[config.mk]
export PLATFORM = sky130hd
export DESIGN_NAME = coord_uart_tx
export DESIGN_NICKNAME = d
export VERILOG_FILES = /design/src/rtl/coord_uart_tx.sv
export SDC_FILE = /design/constraint.sdc
export NUM_CORES = 1
export LEC_CHECK = 0
export CORE_MARGIN = 2
export CORE_UTILIZATION = 53
export CTS_CLUSTER_SIZE = 8
export DETAILED_ROUTE_END_ITERATION = 7
export GPL_ROUTABILITY_DRIVEN = 0
export PLACE_DENSITY = 0.76
export SYNTH_ARGS = -nofsm -noshare
export SYNTH_HDL_FRONTEND = slang
export SYNTH_SLANG_ARGS = --single-unit
[constraint.sdc]
create_clock -name clk -period 2.9 [get_ports clk]
set_input_delay 0.58 -clock clk [delete_from_list [all_inputs] [get_ports clk]]
set_output_delay 0.58 -clock clk [all_outputs]
set_load 0.05 [all_outputs]
[src/rtl/coord_uart_tx.sv]
// Serialises captured (x, y) centroid samples as 6-byte UART frames:
// header, x hi, x lo, y hi, y lo, checksum. One-deep pending buffer with drop counting.
module coord_uart_tx #(
   parameter int         BAUD_DIV = 434,
   parameter logic [7:0] HEADER   = 8'hA5
) (
   input  logic       clk,
   input  logic       rst,
   input  logic [9:0] x_coor,
   input  logic [9:0] y_coor,
   input  logic       coor_valid_flag,
   output logic       tx,
   output logic       busy,
   output logic       frame_done,
   output logic [7:0] drop_cnt
);

   typedef enum logic [1:0] {IDLE, START, DATA, STOP} state_t;

   localparam logic [15:0] BAUD_LAST = 16'(BAUD_DIV - 1);

   state_t      r_state;
   logic [15:0] r_baud;
   logic [2:0]  r_byte_idx;
   logic [2:0]  r_bit_idx;
   logic        r_pend;
   logic [9:0]  r_pend_x;
   logic [9:0]  r_pend_y;
   logic [9:0]  r_frm_x;
   logic [9:0]  r_frm_y;
   logic [7:0]  r_chk;
   logic        r_tx;
   logic        r_busy;
   logic        r_done;
   logic [7:0]  r_drop;

   logic        w_baud_end;
   logic [7:0]  w_cur_byte;
   logic [7:0]  w_chk;
   logic [2:0]  w_next_bit;
   logic        w_load;

   assign w_baud_end = (r_baud == BAUD_LAST);
   assign w_next_bit = r_bit_idx + 3'd1;
   assign w_load     = (r_state == IDLE) && r_pend;
   // Checksum is fixed at load time so the frame is immune to later captures.
   assign w_chk      = {6'b0, r_pend_x[9:8]} + r_pend_x[7:0]
                     + {6'b0, r_pend_y[9:8]} + r_pend_y[7:0];

   always_comb begin
      w_cur_byte = HEADER;
      case (r_byte_idx)
         3'd1:    w_cur_byte = {6'b0, r_frm_x[9:8]};
         3'd2:    w_cur_byte = r_frm_x[7:0];
         3'd3:    w_cur_byte = {6'b0, r_frm_y[9:8]};
         3'd4:    w_cur_byte = r_frm_y[7:0];
         3'd5:    w_cur_byte = r_chk;
         default: w_cur_byte = HEADER;
      endcase
   end

   always_ff @(posedge clk) begin
      if (rst) begin
         r_state    <= IDLE;
         r_baud     <= '0;
         r_byte_idx <= '0;
         r_bit_idx  <= '0;
         r_pend     <= 1'b0;
         r_pend_x   <= '0;
         r_pend_y   <= '0;
         r_frm_x    <= '0;
         r_frm_y    <= '0;
         r_chk      <= '0;
         r_tx       <= 1'b1;
         r_busy     <= 1'b0;
         r_done     <= 1'b0;
         r_drop     <= '0;
      end else begin
         r_done <= 1'b0;

         // A strobe always wins the pending slot; IDLE consuming it is not a drop.
         if (coor_valid_flag) begin
            r_pend   <= 1'b1;
            r_pend_x <= x_coor;
            r_pend_y <= y_coor;
            if (r_pend && (r_state != IDLE) && (r_drop != 8'hFF))
               r_drop <= r_drop + 8'd1;
         end else if (w_load) begin
            r_pend <= 1'b0;
         end

         case (r_state)
            IDLE: begin
               r_tx   <= 1'b1;
               r_busy <= 1'b0;
               if (r_pend) begin
                  r_frm_x    <= r_pend_x;
                  r_frm_y    <= r_pend_y;
                  r_chk      <= w_chk;
                  r_byte_idx <= '0;
                  r_bit_idx  <= '0;
                  r_baud     <= '0;
                  r_tx       <= 1'b0;
                  r_busy     <= 1'b1;
                  r_state    <= START;
               end
            end
            START: begin
               if (w_baud_end) begin
                  r_baud    <= '0;
                  r_bit_idx <= '0;
                  r_tx      <= w_cur_byte[0];
                  r_state   <= DATA;
               end else begin
                  r_baud <= r_baud + 16'd1;
               end
            end
            DATA: begin
               if (w_baud_end) begin
                  r_baud <= '0;
                  if (r_bit_idx == 3'd7) begin
                     r_tx    <= 1'b1;
                     r_state <= STOP;
                  end else begin
                     r_bit_idx <= w_next_bit;
                     r_tx      <= w_cur_byte[w_next_bit];
                  end
               end else begin
                  r_baud <= r_baud + 16'd1;
               end
            end
            STOP: begin
               if (w_baud_end) begin
                  r_baud <= '0;
                  if (r_byte_idx < 3'd5) begin
                     r_byte_idx <= r_byte_idx + 3'd1;
                     r_tx       <= 1'b0;
                     r_state    <= START;
                  end else begin
                     r_busy  <= 1'b0;
                     r_done  <= 1'b1;
                     r_state <= IDLE;
                  end
               end else begin
                  r_baud <= r_baud + 16'd1;
               end
            end
            default: r_state <= IDLE;
         endcase
      end
   end

   assign tx         = r_tx;
   assign busy       = r_busy;
   assign frame_done = r_done;
   assign drop_cnt   = r_drop;

endmodule

# Word-level counts from Yosys, hierarchy flattened
# Cells that the tools add are included.
# W data, S select, Z words.
[totals] inputBits=23 ff_bits=84 wordCells=96 out_inout_bits=11
[op_classes] n_eq_ne=19 n_lt_le_gt_ge=2 n_addsub=7 n_reduce_logical=17 mux=35 n_bitwise=2
[ops] operator="$pmux W8 S5" n=1
[ops] operator="$mux W16" n=2
[ops] operator="$pmux W16 S2" n=1
[ops] operator="$mux W3" n=6
[ops] operator="$add A16 B1 Y16 const B" n=1
[ops] operator="$eq A16 B9 Y1 const B" n=1
[ops] operator="$ne A2 B2 Y1 const B" n=8
[ops] operator="$mux W1" n=14
[ops] operator="$mux W2" n=5
[ops] operator="$reduce_and A5 Y1" n=2
[ops] operator="$eq A3 B3 Y1 const B" n=3
[ops] operator="$pmux W3 S3" n=1
[ops] operator="$add A2 B8 Y8" n=1
[ops] operator="$add A8 B1 Y8 const B" n=1
[ops] operator="$add A8 B2 Y8" n=1
[ops] operator="$add A8 B8 Y8" n=1
[ops] operator="$ne A8 B8 Y1 const B" n=1
[ops] operator="$pmux W2 S4" n=1
[ops] operator="$reduce_and A4 Y1" n=2
[ops] operator="$add A3 B1 Y3 const B" n=2
[ops] operator="$eq A3 B2 Y1 const B" n=2
[ops] operator="$pmux W3 S2" n=1
[ops] operator="$reduce_bool A2 Y1" n=3
[ops] operator="$reduce_or A3 Y1" n=2
[ops] operator="14 further kinds" n=19

# Depth between registers and ports, before layout
[depth] depth_word=7 depth_mapped=11 mapped_depth_nobuf=11

# Least setup slack after synthesis
# Ideal clock, no wire load.
[synth_timing] path_type="flip-flop to flip-flop" startpoint="register r_pend_x[1]" endpoint="register r_chk[7]" path_slack_ns=-0.018 setup_ns=0.086 n_path_buf=0 synth_period_minus_slack_ns=2.918 t_required_ns=2.814 arrival_time_ns=2.833 path_stages_with_launch=12 cell_sequence="dfxtp_1 inv_1 fa_1 fa_1 inv_1 ha_1 fa_1 a21o_1 a21oi_1 o21ai_0 xnor2_1 a211oi_1"
[synth_between] elab_chain_len=3
[synth_lines] element="from (decl)" line="27" text="logic [9:0] r_pend_x;"
[synth_lines] element="from (signal assigned)" line="84" text="r_pend_x <= x_coor;"
[synth_lines] element="$add A2 B8 Y8" line="47" text="assign w_chk = {6'b0, r_pend_x[9:8]} + r_pend_x[7:0]"
[synth_lines] element="$add A8 B2 Y8" line="48" text="+ {6'b0, r_pend_y[9:8]} + r_pend_y[7:0];"
[synth_lines] element="$add A8 B8 Y8" line="48"
[synth_lines] element="to (signal assigned)" line="99" text="r_chk <= w_chk;"
[synth_lines] element="to (decl)" line="31" text="logic [7:0] r_chk;"
# Every way passes these cells.
# A chain may end at the register's enable or synchronous reset.

# Final worst setup path
[layout_timing] startpoint="register r_pend_y[1]" endpoint="register r_chk[5]"
[layout_between] elab_chain_len=1
[layout_lines] element="from (decl)" line="28" text="logic [9:0] r_pend_y;"
[layout_lines] element="from (signal assigned)" line="85" text="r_pend_y <= y_coor;"
[layout_lines] element="$add A8 B8 Y8" line="48"
# Every way passes these cells.

==> run_results.csv <==
group,metric,value,unit
status,outcome,"completed",
drt,route.detailed.drc,0,
synth,synth_edf_count,0,
synth,synth.lib_cells_used.distinct,57,
finish,antenna_cells_inserted,0,
drt,totalWireLength,8920,um
cts,tritoncts,"yes",
synth,compound_gate_portion_of_the_synthesized_area,16.7,%
power,report.power.total,2.87,mW
sta,setup-violations-final,0,
sta,final-hold-violation-count,0,
sta,skew,0.0102,ns
synth,synth_sequential_area_ratio,38.1,%
synth,post-synth-top-count-cell,"sky130_fd_sc_hd__dfxtp_1",
place,placed_cells_incl_taps,639,
finish,fillers,697,
global_route,antenna_violations_before_repair,0,
finish,design_area,0.00501,mm^2
synth,syn-num-nets,583,
synth,combinational_family_with_the_most_area_after_synthesis,"simple AND/OR/NAND/NOR gates",
sta,rsz_0062_raised_after_global_routing,"false",
global_route,grt_pass1_vias,3440,
synth,synth_simple_gate_area_share,20.4,%
sta,max_slew.worst_pin.slew,0.773,ns
place,place.port_buffers,33,
critical_path,crit_path_max_fanout,2,
cts,numCtsBuffers,9,
global_route,overflow,0,
synth,synth_mux_area_share,5.66,%
global_route,grt_pass1_wl,15300,um
synth,synth.avg_cell_area,8.45,um^2
critical_path,setup.worst_path.start_class,"flop",
sta,finalCritPeriodShare,95.1,%
sta,achievable-frequency,363,MHz
sta,timing.hold.ws,0.457,ns
drt,drtAntennaViolNets,0,
synth,synth_area_leaders,"sky130_fd_sc_hd__dfxtp_1 38%, sky130_fd_sc_hd__ha_1 9.3%, sky130_fd_sc_hd__a21oi_1 6.2%, sky130_fd_sc_hd__nand2_1 6.0%, sky130_fd_sc_hd__mux2i_1 5.7%",
synth,synth_flop_cell,"sky130_fd_sc_hd__dfxtp_1",
place,hpwlAfterDp,6390,um
finish,final_standard_cell_utilization_of_the_core,61.6,%
global_route,gr-usage-all-layers,21.0,%
sta,slew_headroom,48.5,%
cts,clock_pin_slew_of_the_registers_on_the_worst_case_setup_and_hold_paths,0.08,ns
synth,postSynthCellCount,523,
synth,synth.largest_area_cell,"sky130_fd_sc_hd__dfxtp_1",
finish,layout.cells.non_filler,656,
place,dp_worst_setup_slack,-0.0399,ns
synth,syn_area,0.00442,mm^2
floorplanning,floorplan.initialDensity,54.3,%
critical_path,critPathArrivalTime,3.05,ns
hold_path,hold_depth,2,
cts,cts_max_level,3,
job,cap_viol_max_count,0,
floorplanning,die_w,95.3,um
finish,area.sequential,0.00168,mm^2
floorplanning,top_level_ports,34,
drt,avgRoutedWirePerCell,13.6,um
drt,post_drt_via_cell_ratio,5.59,
floorplanning,row_count,33,
cts,cts_buffer_depth,2,
critical_path,required,3.19,ns
synth,synthAdderAreaFrac,11.2,%
drt,drt_iter0_markers,152,
floorplanning,core-area,0.00813,mm^2
sta,timing.final.crit_period,2.76,ns
cts,clk-insertion-delay-late,0.35,ns
synth,synth.cells.most_frequent,"84 x sky130_fd_sc_hd__dfxtp_1, 71 x sky130_fd_sc_hd__nand2_1, 61 x sky130_fd_sc_hd__nor2_1, 55 x sky130_fd_sc_hd__a21oi_1, 33 x sky130_fd_sc_hd__ha_1",
cts,post_cts_hold_buffer_count,0,
floorplanning,fp.dieArea,0.00908,mm^2
place,postPlaceCellArea,0.00480,mm^2
cts,cts_sinks,84,
critical_path,reg2reg_depth,12,
synth,yosys.area_share.xor_xnor,2.58,%
global_route,grt_start_max_net_pins,45,
sta,slew_viol_final,0,
sta,totalNegativeSetupSlack,0,ns
finish,layout-drive-gt1-share,7.62,%
hold_path,hold_path.class,"reg2reg",
power,power.density,574,mW/mm^2
drt,firstDrtPassIters,5,
critical_path,critical_path_endpoint_category,"flop",
finish,layout-area-overhead-vs-synth,13.4,%
synth,yosys_warnings,0,
synth,asyncSetResetFlopFracSynth,0,%
power,ir_drop,0.000480,V
drt,vias,3666,
critical_path,worst-setup-path-type,"reg2reg",
finish,final_layout_net_count,606,
finish,multi_input_comb_area,0.00251,mm^2
power,leakage,1.97,nW
floorplanning,chip_height,95.3,um
cts,cts-root-buf,"sky130_fd_sc_hd__clkbuf_8",
synth,synthDominantCellAreaShare,38.1,%
sta,postLayoutSetupSlackWorst,0.142,ns
synth,synth_seq_cells,84,
## path summary, 6_finish.rpt
path	startpoint	end	slack (ns)
setup / recovery	r_pend_y[1]	r_chk[5]	0.14
hold / removal	r_frm_y[3]	r_frm_y[3]	0.46
setup reg to reg	r_pend_y[1]	r_chk[5]	0.14
hold reg to reg	r_frm_y[3]	r_frm_y[3]	0.46
## cell families after synthesis
kind of cell             count (synthesis)
AND/OR/NAND/NOR                        197
AO/OA/AOI/OAI                          115
flip-flops                              84
buffers and inverters                   52
adder cells (fa/ha/maj)                 37
multiplexers                            25
XOR/XNOR                                13
## what timing repair did
item | in CTS | in global routing
resized for setup | 2 | 4
buffers inserted | 0 | 1
setup endpoints to repair | 2 | 2
pin swaps | 0 | 8
## flip-flops by register name, summed over array words and instances, names as in the netlist
signal and flops:
r_byte_idx 3, drop_cnt 8, r_baud 16, r_pend_x 10
r_chk 8, r_pend_y 10, r_state 2, frame_done 1
r_pend 1, tx 1, busy 1, r_frm_x 10
r_frm_y 10, r_bit_idx 3
## cells in the final DEF, fill, tap and decap left out, types with 8 or more instances in the layout
master	n
sky130_fd_sc_hd__dfxtp_1	82
sky130_fd_sc_hd__buf_4	13
sky130_fd_sc_hd__clkdlybuf4s50_1	32
sky130_fd_sc_hd__xnor2_1	10
sky130_fd_sc_hd__a21oi_1	54
sky130_fd_sc_hd__inv_1	17
sky130_fd_sc_hd__nand3_1	18
sky130_fd_sc_hd__clkbuf_8	9
sky130_fd_sc_hd__mux2i_1	25
sky130_fd_sc_hd__ha_1	32
sky130_fd_sc_hd__nor2_1	61
sky130_fd_sc_hd__nand2_1	71
sky130_fd_sc_hd__o21ai_0	8
## cell type report
class | instances | share of cell area, %
clock buffer | 10 | 2.55
multi-input combinational | 387 | 50.1
inverter | 18 | 1.35
timing repair buffer | 46 | 8.44
tap | 105 | 2.62
clock inverter | 6 | 1.30
sequential | 84 | 33.6
## layer usage
layer  track usage, %  wire (um)  vias to the layer above  share of wire, %
li1                 -          -                     1863                 -
met1             27.3       4160                     1712                47
met2             35.9       4340                       82                49
met3             4.03        351                        9               3.9
met4             5.07         74                        0              0.83
met5                0          0                        -                 0
## worst max-delay path: stages (launching register included)
cell,delay [ns]
sky130_fd_sc_hd__dfxtp_2,0.34
sky130_fd_sc_hd__inv_1,0.05
sky130_fd_sc_hd__fa_1,0.49
sky130_fd_sc_hd__fa_1,0.49
sky130_fd_sc_hd__inv_1,0.04
sky130_fd_sc_hd__ha_2,0.19
sky130_fd_sc_hd__fa_2,0.36
sky130_fd_sc_hd__a21o_1,0.17
sky130_fd_sc_hd__a21oi_2,0.16
sky130_fd_sc_hd__buf_4,0.13
sky130_fd_sc_hd__xnor2_1,0.10
sky130_fd_sc_hd__nand2_1,0.06
sky130_fd_sc_hd__a21oi_1,0.12
## where the power goes
group          leakage, nW  total (mW)  internal [mW]  switching (mW)
Clock               0.0962       0.823          0.398           0.425
Sequential           0.684        1.29           1.23          0.0623
Combinational         1.19       0.761          0.297           0.465
(Power assumes the default switching activity.)
